<file path="config.mk">
export PLATFORM = sky130hd
export DESIGN_NAME = cordic_sincos_param_flat
export DESIGN_NICKNAME = d
export VERILOG_FILES = /design/src/rtl/cordic_sincos_param_if.sv /design/src/rtl/cordic_sincos_param.sv /design/src/flat_wrapper.sv
export SDC_FILE = /design/constraint.sdc
export NUM_CORES = 1
export LEC_CHECK = 0
export BUFFER_PORTS_ARGS = -buffer_cell sky130_fd_sc_hd__buf_4
export CAP_MARGIN = 20
export CELL_PAD_IN_SITES_DETAIL_PLACEMENT = 0
export CELL_PAD_IN_SITES_GLOBAL_PLACEMENT = 1
export CORE_ASPECT_RATIO = 0.5
export CORE_UTILIZATION = 49
export DETAILED_ROUTE_END_ITERATION = 6
export GPL_TIMING_DRIVEN = 0
export PLACE_DENSITY_LB_ADDON = 0.08
export SLEW_MARGIN = 5
export SYNTH_ARGS = -nofsm -noshare
export SYNTH_HDL_FRONTEND = slang
export SYNTH_SLANG_ARGS = --single-unit
export TNS_END_PERCENT = 50
</file>
<file path="constraint.sdc">
create_clock -name clock -period 20.3 [get_ports clock]
set_input_delay 3.045 -clock clock [delete_from_list [all_inputs] [get_ports clock]]
set_output_delay 3.045 -clock clock [all_outputs]
set_load 0.02 [all_outputs]
</file>
<file path="src/rtl/cordic_sincos_param_if.sv">
// Start/busy/done handshake and angle/result bus of the sin/cos CORDIC core.
interface cordic_sincos_param_if #(
   parameter int WL = 21
) ();
   logic                 start;
   logic signed [WL-1:0] angle_in;
   logic                 busy;
   logic                 done;
   logic signed [WL-1:0] cos_out;
   logic signed [WL-1:0] sin_out;

   modport master (
      output start, angle_in,
      input  busy, done, cos_out, sin_out
   );

   modport slave (
      input  start, angle_in,
      output busy, done, cos_out, sin_out
   );
endinterface

</file>
<file path="src/rtl/cordic_sincos_param.sv">
// Rotation-mode CORDIC returning cos and sin of a Q3.(WL-3) angle in [-pi, pi],
// UNROLL chained micro-rotations per enabled clock, results held until next done.
//
// state | meaning
// IDLE  | waiting for start; result registers hold last cos/sin
// RUN   | UNROLL micro-rotations per enabled cycle until ITER are done
module cordic_sincos_param #(
   parameter int WL     = 21,
   parameter int ITER   = 16,
   parameter int UNROLL = 4
) (
   input  logic                  clock,
   input  logic                  aclr_n,
   input  logic                  clk_en,
   cordic_sincos_param_if.slave  bus
);

   localparam int IW   = $clog2(ITER);
   localparam int SH_Z = 35 - WL;
   localparam int SH_X = 34 - WL;

   localparam logic [63:0] ATAN32 [24] = '{
      64'd3373259426, 64'd1991351318, 64'd1052175346, 64'd534100635,
      64'd268086748,  64'd134174063,  64'd67103403,   64'd33553749,
      64'd16777131,   64'd8388597,    64'd4194303,    64'd2097152,
      64'd1048576,    64'd524288,     64'd262144,     64'd131072,
      64'd65536,      64'd32768,      64'd16384,      64'd8192,
      64'd4096,       64'd2048,       64'd1024,       64'd512
   };
   localparam logic [63:0] K32     = 64'd2608131496;
   localparam logic [63:0] PI32    = 64'd13493037704;
   localparam logic [63:0] K_R     = (K32 + (64'd1 << (SH_X - 1))) >> SH_X;
   localparam logic [63:0] PI_R    = (PI32 + (64'd1 << (SH_Z - 1))) >> SH_Z;
   localparam logic [63:0] PI2_R   = ((PI32 >> 1) + (64'd1 << (SH_Z - 1))) >> SH_Z;
   localparam logic signed [WL-1:0] K_Q   = K_R[WL-1:0];
   localparam logic signed [WL-1:0] PI_Q  = PI_R[WL-1:0];
   localparam logic signed [WL-1:0] PI2_Q = PI2_R[WL-1:0];

   if (WL < 16 || WL > 32) begin : g_bad_wl
      $error("cordic_sincos_param: WL must be 16..32");
   end
   if (ITER < 8 || ITER > 24) begin : g_bad_iter
      $error("cordic_sincos_param: ITER must be 8..24");
   end
   if (UNROLL < 1 || (ITER % UNROLL) != 0) begin : g_bad_unroll
      $error("cordic_sincos_param: UNROLL must divide ITER");
   end

   logic signed [WL-1:0] atan_tab [ITER];
   for (genvar g = 0; g < ITER; g++) begin : g_atan
      localparam logic [63:0] A_R = (ATAN32[g] + (64'd1 << (SH_Z - 1))) >> SH_Z;
      assign atan_tab[g] = A_R[WL-1:0];
   end

   typedef enum logic {IDLE, RUN} state_t;

   state_t               state;
   logic [IW-1:0]        idx;
   logic signed [WL-1:0] x_r, y_r, z_r;
   logic                 fold;
   logic                 busy_r, done_r;
   logic signed [WL-1:0] cos_r, sin_r;

   logic signed [WL-1:0] xc [UNROLL+1];
   logic signed [WL-1:0] yc [UNROLL+1];
   logic signed [WL-1:0] zc [UNROLL+1];
   logic [IW-1:0]        sel;
   logic                 last;

   always_comb begin
      xc[0] = x_r;
      yc[0] = y_r;
      zc[0] = z_r;
      sel   = '0;
      for (int k = 0; k < UNROLL; k++) begin
         sel = idx + IW'(k);
         if (!zc[k][WL-1]) begin
            xc[k+1] = xc[k] - (yc[k] >>> sel);
            yc[k+1] = yc[k] + (xc[k] >>> sel);
            zc[k+1] = zc[k] - atan_tab[sel];
         end else begin
            xc[k+1] = xc[k] + (yc[k] >>> sel);
            yc[k+1] = yc[k] - (xc[k] >>> sel);
            zc[k+1] = zc[k] + atan_tab[sel];
         end
      end
   end

   assign last = (int'(idx) + UNROLL) == ITER;

   always_ff @(posedge clock or negedge aclr_n) begin
      if (!aclr_n) begin
         state  <= IDLE;
         idx    <= '0;
         x_r    <= '0;
         y_r    <= '0;
         z_r    <= '0;
         fold   <= 1'b0;
         busy_r <= 1'b0;
         done_r <= 1'b0;
         cos_r  <= '0;
         sin_r  <= '0;
      end else if (clk_en) begin
         done_r <= 1'b0;
         case (state)
            IDLE: begin
               if (bus.start) begin
                  // Fold outer quadrants onto [-pi/2, pi/2]; result is negated at the end.
                  if (bus.angle_in > PI2_Q) begin
                     z_r  <= bus.angle_in - PI_Q;
                     fold <= 1'b1;
                  end else if (bus.angle_in < -PI2_Q) begin
                     z_r  <= bus.angle_in + PI_Q;
                     fold <= 1'b1;
                  end else begin
                     z_r  <= bus.angle_in;
                     fold <= 1'b0;
                  end
                  x_r    <= K_Q;
                  y_r    <= '0;
                  idx    <= '0;
                  busy_r <= 1'b1;
                  state  <= RUN;
               end
            end
            RUN: begin
               x_r <= xc[UNROLL];
               y_r <= yc[UNROLL];
               z_r <= zc[UNROLL];
               idx <= idx + IW'(UNROLL);
               if (last) begin
                  cos_r  <= fold ? -xc[UNROLL] : xc[UNROLL];
                  sin_r  <= fold ? -yc[UNROLL] : yc[UNROLL];
                  done_r <= 1'b1;
                  busy_r <= 1'b0;
                  idx    <= '0;
                  state  <= IDLE;
               end
            end
            default: state <= IDLE;
         endcase
      end
   end

   assign bus.busy    = busy_r;
   assign bus.done    = done_r;
   assign bus.cos_out = cos_r;
   assign bus.sin_out = sin_r;

endmodule

</file>
<file path="src/flat_wrapper.sv">
// flat-port wrapper written by rule: the top's interface ports become plain ports
module cordic_sincos_param_flat 
#(
   parameter int WL     = 21,
   parameter int ITER   = 16,
   parameter int UNROLL = 4
)
  (clock, aclr_n, clk_en, bus_start, bus_angle_in, bus_busy, bus_done, bus_cos_out, bus_sin_out);
  cordic_sincos_param_if #(.WL(WL)) bus_i ();
  input  logic clock;
  input  logic aclr_n;
  input  logic clk_en;
  input wire logic [$bits(bus_i.start)-1:0] bus_start;
  input wire logic [$bits(bus_i.angle_in)-1:0] bus_angle_in;
  output wire logic [$bits(bus_i.busy)-1:0] bus_busy;
  output wire logic [$bits(bus_i.done)-1:0] bus_done;
  output wire logic [$bits(bus_i.cos_out)-1:0] bus_cos_out;
  output wire logic [$bits(bus_i.sin_out)-1:0] bus_sin_out;
  assign bus_i.start = bus_start;
  assign bus_i.angle_in = bus_angle_in;
  assign bus_busy = bus_i.busy;
  assign bus_done = bus_i.done;
  assign bus_cos_out = bus_i.cos_out;
  assign bus_sin_out = bus_i.sin_out;
  cordic_sincos_param #(.WL(WL), .ITER(ITER), .UNROLL(UNROLL)) u_core (.clock(clock), .aclr_n(aclr_n), .clk_en(clk_en), .bus(bus_i));
endmodule
</file>
==> results of run 1 <==
==> repair_timing <==
item                                    in CTS  in global routing
buffers inserted                             6                  7
endpoints found under the setup margin     104                 31
resized for setup                           98                 99
pin swaps                                    3                  3
==> registers in the layout (all words and copies together), names as in the netlist, 2 cells and up <==
signal,count
u_core.bus.cos_out,21
u_core.bus.sin_out,21
u_core.x_r,21
u_core.y_r,21
u_core.z_r,21
u_core.idx,2
==> layout by cell type (no fill, tap or decap), types with 17 or more instances in the layout <==
cell,Yosys,routed
clkbuf_2,2,18
a22o_1,29,29
a21o_1,58,58
mux4_2,17,17
nor4_1,22,18
nor2_1,307,305
xor2_1,128,119
o211ai_1,27,27
clkbuf_4,0,21
nand2b_1,36,36
o21ai_0,260,253
o21bai_1,54,51
dfrtp_1,111,109
a31oi_1,53,53
nor2b_1,37,37
nor3_1,90,87
a211oi_1,37,31
and3_1,37,37
buf_4,1,80
mux2i_1,51,48
clkbuf_1,120,92
xnor2_1,248,236
o21a_1,48,47
a21oi_1,320,312
nand2_1,330,330
a21boi_0,17,17
a211o_1,20,19
o31ai_1,35,34
o22ai_1,26,26
inv_1,150,150
or2_2,24,24
or3_1,47,47
mux2_2,25,25
and2_1,31,31
nand3_1,56,55
ha_1,273,273
==> worst paths after layout <==
path	cells past startpoint	end	from
setup / recovery	71	u_core.bus.cos_out[20]	u_core.idx[3]
hold / removal	2	u_core.bus.sin_out[2]	u_core.bus.sin_out[2]
setup reg to reg	71	u_core.bus.cos_out[20]	u_core.idx[3]
hold reg to reg	2	u_core.bus.sin_out[2]	u_core.bus.sin_out[2]
max in group asynchronous	2	u_core.bus.sin_out[11]	aclr_n
min in group asynchronous	1	u_core.z_r[15]	aclr_n
==> through the flow <==
stage | std cells | worst slack, ns | util | instance area (µm²) | TNS [ns]
global placement | 4216 | -6.042 | 0.5271 | 26740 | -409.86
global route | 4251 | -0.0008811 | 0.5507 | 27930 | -0.0008811
CTS | 4244 | 0.007967 | 0.5416 | 27470 | 0
finish | 4252 | 0.4639 | 0.5507 | 27940 | 0
floorplan | 3469 | 2.221 | - | 25450 | 0
detailed placement | 4222 | -5.524 | 0.5294 | 26860 | -350.96
==> layer usage <==
metal  GRT usage  vias up  part of all wire
met2      0.6011     1686              0.40
li1            -    12900                 -
met3      0.1075      253              0.13
met4      0.1334        0             0.036
met1      0.5972    13520              0.43
met5           0        -                 0
==> cell type report <==
cell class	instances	area, µm²	share of cell area
diodes	1	2.502	0.00008957
plain buffers	163	810.8	0.02902
clock buffers	12	256.5	0.009181
clock inverters	4	30.03	0.001075
inverters	155	583.1	0.02087
multi-input cells	3038	21950	0.7857
flip-flops and latches	111	2783	0.09961
well taps	690	863.3	0.03090
repair buffers	78	656.9	0.02351
==> cells by family after synthesis <==
group / after synthesis
AO/OA/AOI/OAI: 1172
XOR/XNOR: 379
adder cells (fa/ha/maj): 286
buffers and inverters: 320
flip-flops: 111
multiplexers: 104
other: 2
AND/OR/NAND/NOR: 1094
==> critical path, delay by kind of cell, from the launching register on <==
family / cells / cell delay, ns
flops: 1 / 0.55
fa+ha+maj: 6 / 1.83
compound gates: 20 / 5.15
mux: 4 / 1.81
buf+inv: 17 / 4.68
simple gates: 19 / 4.71
xor+xnor: 5 / 0.98
==> flow_summary.yaml, run 1 <==
grt:
  first_global_vias: 25550
  antenna_found_initial: 0
  grt_pass1_wl_um: 164100
  grt_usage: 0.4164
  grt_overflow: 0
  grt_max_degree: 71
sta:
  setup_viol: 0
  worst_pin_slew_ns: 1.252
  finClkSkew_ns: 0.009828
  slew_headroom: 0.1656
  min_period_ns: 19.84
  fmax_ghz: 0.05041
  slew_violations: 0
  timing_hold_violations_final: 0
  hold_ws_ns: 0.4859
  period_share: 0.9771
place:
  place_congestion: 1.057
  portBuffers: 57
  dp_hpwl_um: 91710
critical_path:
  cp_slowest_cell: "mux4_2"
  cp.required_ns: 20.60
  cp_max_fo: 14
  endpoint_kind: "flop"
  path_class: "flop to flop"
  crit_top_cell: "ha_1"
  critPathMaxStageDelay_ns: 0.60
  critical_path_arrival_ns: 20.14
  start_kind: "flop"
  reg2reg_setup_slack_ns: 0.46
logic_synthesis:
  synth-xor-area-share: 0.1313
  synth_compound_area_frac: 0.3017
  synth.distinct_cells: 115
  synth_fa_ha_area_frac: 0.1445
  synth.top_cell.area_share: 0.1342
  async_reset_ff_frac: 1.000
  synthCells: 3468
  synth_edf_count: 0
  synth_simple_gate_area_frac: 0.2063
  synthFlopType: "dfrtp_1"
  synth.most_common_cell: "nand2_1"
  synthTopCellsByCount: "330 x nand2_1, 320 x a21oi_1, 307 x nor2_1, 273 x ha_1, 260 x o21ai_0"
  synth_top_family_by_area: "compound AO/OA/AOI/OAI gates"
  syn_area_um2: 25440
  yosys.area.top_type: "ha_1"
  yosysSeqAreaShare: 0.1092
  ys.warnings.count: 0
  muxShareOfSynthArea: 0.05748
  syn_area_per_cell_um2: 7.337
  ys_ff_latch: 111
  synthTopCellsByArea: "ha_1 13%, dfrtp_1 11%, xnor2_1 8.5%"
min_path:
  hp-class: "flop to flop"
floorplanning:
  core-area_um2: 50730
  die_area_um2: 52900
  rows: 58
  start_util: 0.5016
  die_h_um: 163.1
  die_w_um: 324.3
  ioPinCount: 69
clock_network:
  cts.sinks: 111
  clk_pin_slew_ns: 0.07
  ctsHoldBuffers: 0
  cts.htree.levels: 3
  cts_made_buffers: 9
  cts_tree: "built"
  clock_path_buffers: 2
  root_buffer: "clkbuf_16"
  clk_latency_ns: 0.37
drt:
  wl_um: 112900
  post_drt_via_cell_ratio: 6.669
  drtAntennaViolNets: 0
  drcViolationCount: 0
  dr.pass1.iters: 6
  drt_iter0_drc: 3852
  wl_per_cell_um: 26.56
  vias: 28360
final_layout:
  final_nets: 3867
  layout-drive-gt1-share: 0.09744
  fillers: 5088
  area_delta_synth_final_pct: 9.795
outcome:
  status: "completed"
flow_run:
  maxCapViolCount: 0
Power of run 1 is not shown: default switching activity piles up to over one toggle a cycle in this logic, so the estimate is an artifact.
==> run 2, diff against run 1 <==
==> constraint.sdc (replaced) <==
create_clock -name clock -period 18.6 [get_ports clock]
set_input_delay 2.79 -clock clock [delete_from_list [all_inputs] [get_ports clock]]
set_output_delay 2.79 -clock clock [all_outputs]
set_load 0.02 [all_outputs]
==> run 2 against run 1 <==
Against the previous run:
- via count rose by 0.69%
- clock skew rose by 0.00063 ns
- critical path type unchanged
- sequential cell count did not move
- highest routed layer is now met5
- largest cell class unchanged
- design area rose by 3.9%
- first-iteration DRC count rose by 1.6%
==> flow_summary.yaml, run 2 (synthesized netlist as in run 1, its figures left out) <==
sta:
  timing_hold_violations_final: 0
  slew_headroom: 0.1541
  setup_viol: 0
  finClkSkew_ns: 0.01046
  fmax_ghz: 0.05466
  slew_violations: 0
  worst_pin_slew_ns: 1.269
  period_share: 0.9837
  min_period_ns: 18.30
min_path:
  hp-class: "flop to flop"
  hold-path-endpoint: "u_core.bus.sin_out[2]"
  worstHoldStart: "u_core.bus.sin_out[2]"
  hold-path-cell-count: 2
critical_path:
  critical_path_arrival_ns: 18.54
  crit_top_cell: "ha_1"
  r2r-start: "u_core.idx[3]"
  path_class: "flop to flop"
  reg2reg_setup_slack_ns: 0.30
  r2r_cells: 68
  endpoint_kind: "flop"
  start_kind: "flop"
  cp.required_ns: 18.84
  cp_max_fo: 10
  r2r-end: "u_core.bus.sin_out[20]"
  critPathMaxStageDelay_ns: 1.00
  cp_slowest_cell: "clkbuf_1"
clock_network:
  cts_tree: "built"
  cts.sinks: 111
  root_buffer: "clkbuf_16"
  cts.htree.levels: 3
  clk_latency_ns: 0.37
  ctsHoldBuffers: 0
  cts_made_buffers: 9
  clk_pin_slew_ns: 0.07
  clock_path_buffers: 2
grt:
  grt_max_degree: 71
  grt_usage: 0.4183
  first_global_vias: 25790
  antenna_found_initial: 1
  grt_overflow: 0
  grt_pass1_wl_um: 164700
flow_run:
  maxCapViolCount: 0
drt:
  drcViolationCount: 0
  drtAntennaViolNets: 0
  dr.pass1.iters: 6
  vias: 28550
  post_drt_via_cell_ratio: 6.657
  drt_iter0_drc: 3913
  wl_per_cell_um: 26.54
  wl_um: 113800
floorplanning:
  core-area_um2: 50730
  die_area_um2: 52900
  die_h_um: 163.1
  ioPinCount: 69
  die_w_um: 324.3
  rows: 58
  start_util: 0.5016
place:
  portBuffers: 57
  place_congestion: 1.057
  dp_hpwl_um: 91710
final_layout:
  fillers: 4984
  diodes: 0
  layout-drive-gt1-share: 0.1323
  area_delta_synth_final_pct: 14.05
  final_util: 0.5721
  layout_common_cells: "328 x nand2_1, 302 x a21oi_1, 301 x nor2_1, 265 x ha_1, 238 x o21ai_0"
  final_common_cell: "nand2_1"
  final_nets: 3905
outcome:
  status: "completed"
[run 2: worst max-delay path by stage]
stage	slack, ns	endpoint	start	depth (start not counted)
after floorplan	0.52	u_core.bus.cos_out[20]	u_core.idx[3]	69
after global placement	-7.74	u_core.bus.cos_out[20]	u_core.idx[3]	75
after detailed placement	-7.22	u_core.bus.cos_out[20]	u_core.idx[3]	78
after CTS	0.004	u_core.bus.cos_out[20]	u_core.idx[2]	76
after global routing	-0.10	u_core.bus.sin_out[20]	u_core.idx[3]	75
final	0.30	u_core.bus.sin_out[20]	u_core.idx[3]	68
[run 2: area by class of cell]
| class | instances | area, µm² | area share |
|---|---|---|---|
| plain buffers | 159 | 970.9 | 0.03346 |
| clock buffers | 12 | 256.5 | 0.008839 |
| clock inverters | 4 | 30.03 | 0.001035 |
| inverters | 155 | 588.1 | 0.02026 |
| multi-input cells | 3038 | 22560 | 0.7774 |
| flip-flops and latches | 111 | 2783 | 0.09589 |
| well taps | 690 | 863.3 | 0.02975 |
| repair buffers | 120 | 967.2 | 0.03333 |
[run 2: per-layer routing]
layer  up-vias  track usage  share of wire
met5         -            0        0.00011
met4         2       0.1355          0.037
met3       273       0.1240           0.14
met2      1738       0.6035           0.40
met1     13590       0.5898           0.43
li1      12950            -              -
[run 2: what timing repair did]
item | 4_1_cts | 5_1_grt
pin swaps | 10 | 26
endpoints found under the setup margin | 104 | 25
setup buffers | 15 | 39
gates resized for setup | 206 | 178
[run 2: worst max-delay path: cells and delay by family (launching register included)]
| kind | cells | cell delay [ns] |
|---|---|---|
| simple gates | 21 | 4.47 |
| compound gates | 17 | 4.42 |
| buf+inv | 12 | 4.33 |
| fa+ha+maj | 6 | 1.63 |
| mux | 5 | 1.46 |
| xor+xnor | 7 | 1.29 |
| flops | 1 | 0.51 |
[run 2: per-stage QoR]
step	instance area (µm²)	setup TNS [ns]	std cells	hold WS, ns	setup WS [ns]
3_3_place_gp	26740	-586.66	4216	0.4673	-7.742
3_5_place_dp	26860	-527.76	4222	0.4738	-7.224
4_1_cts	28000	0	4252	0.4897	0.004166
5_1_grt	29020	-0.2068	4289	0.5137	-0.1046
6_report	29020	0	4289	0.4890	0.3039
2_1_floorplan	25450	0	3469	0.4538	0.5210
Power of run 2 is left out for the same reason.
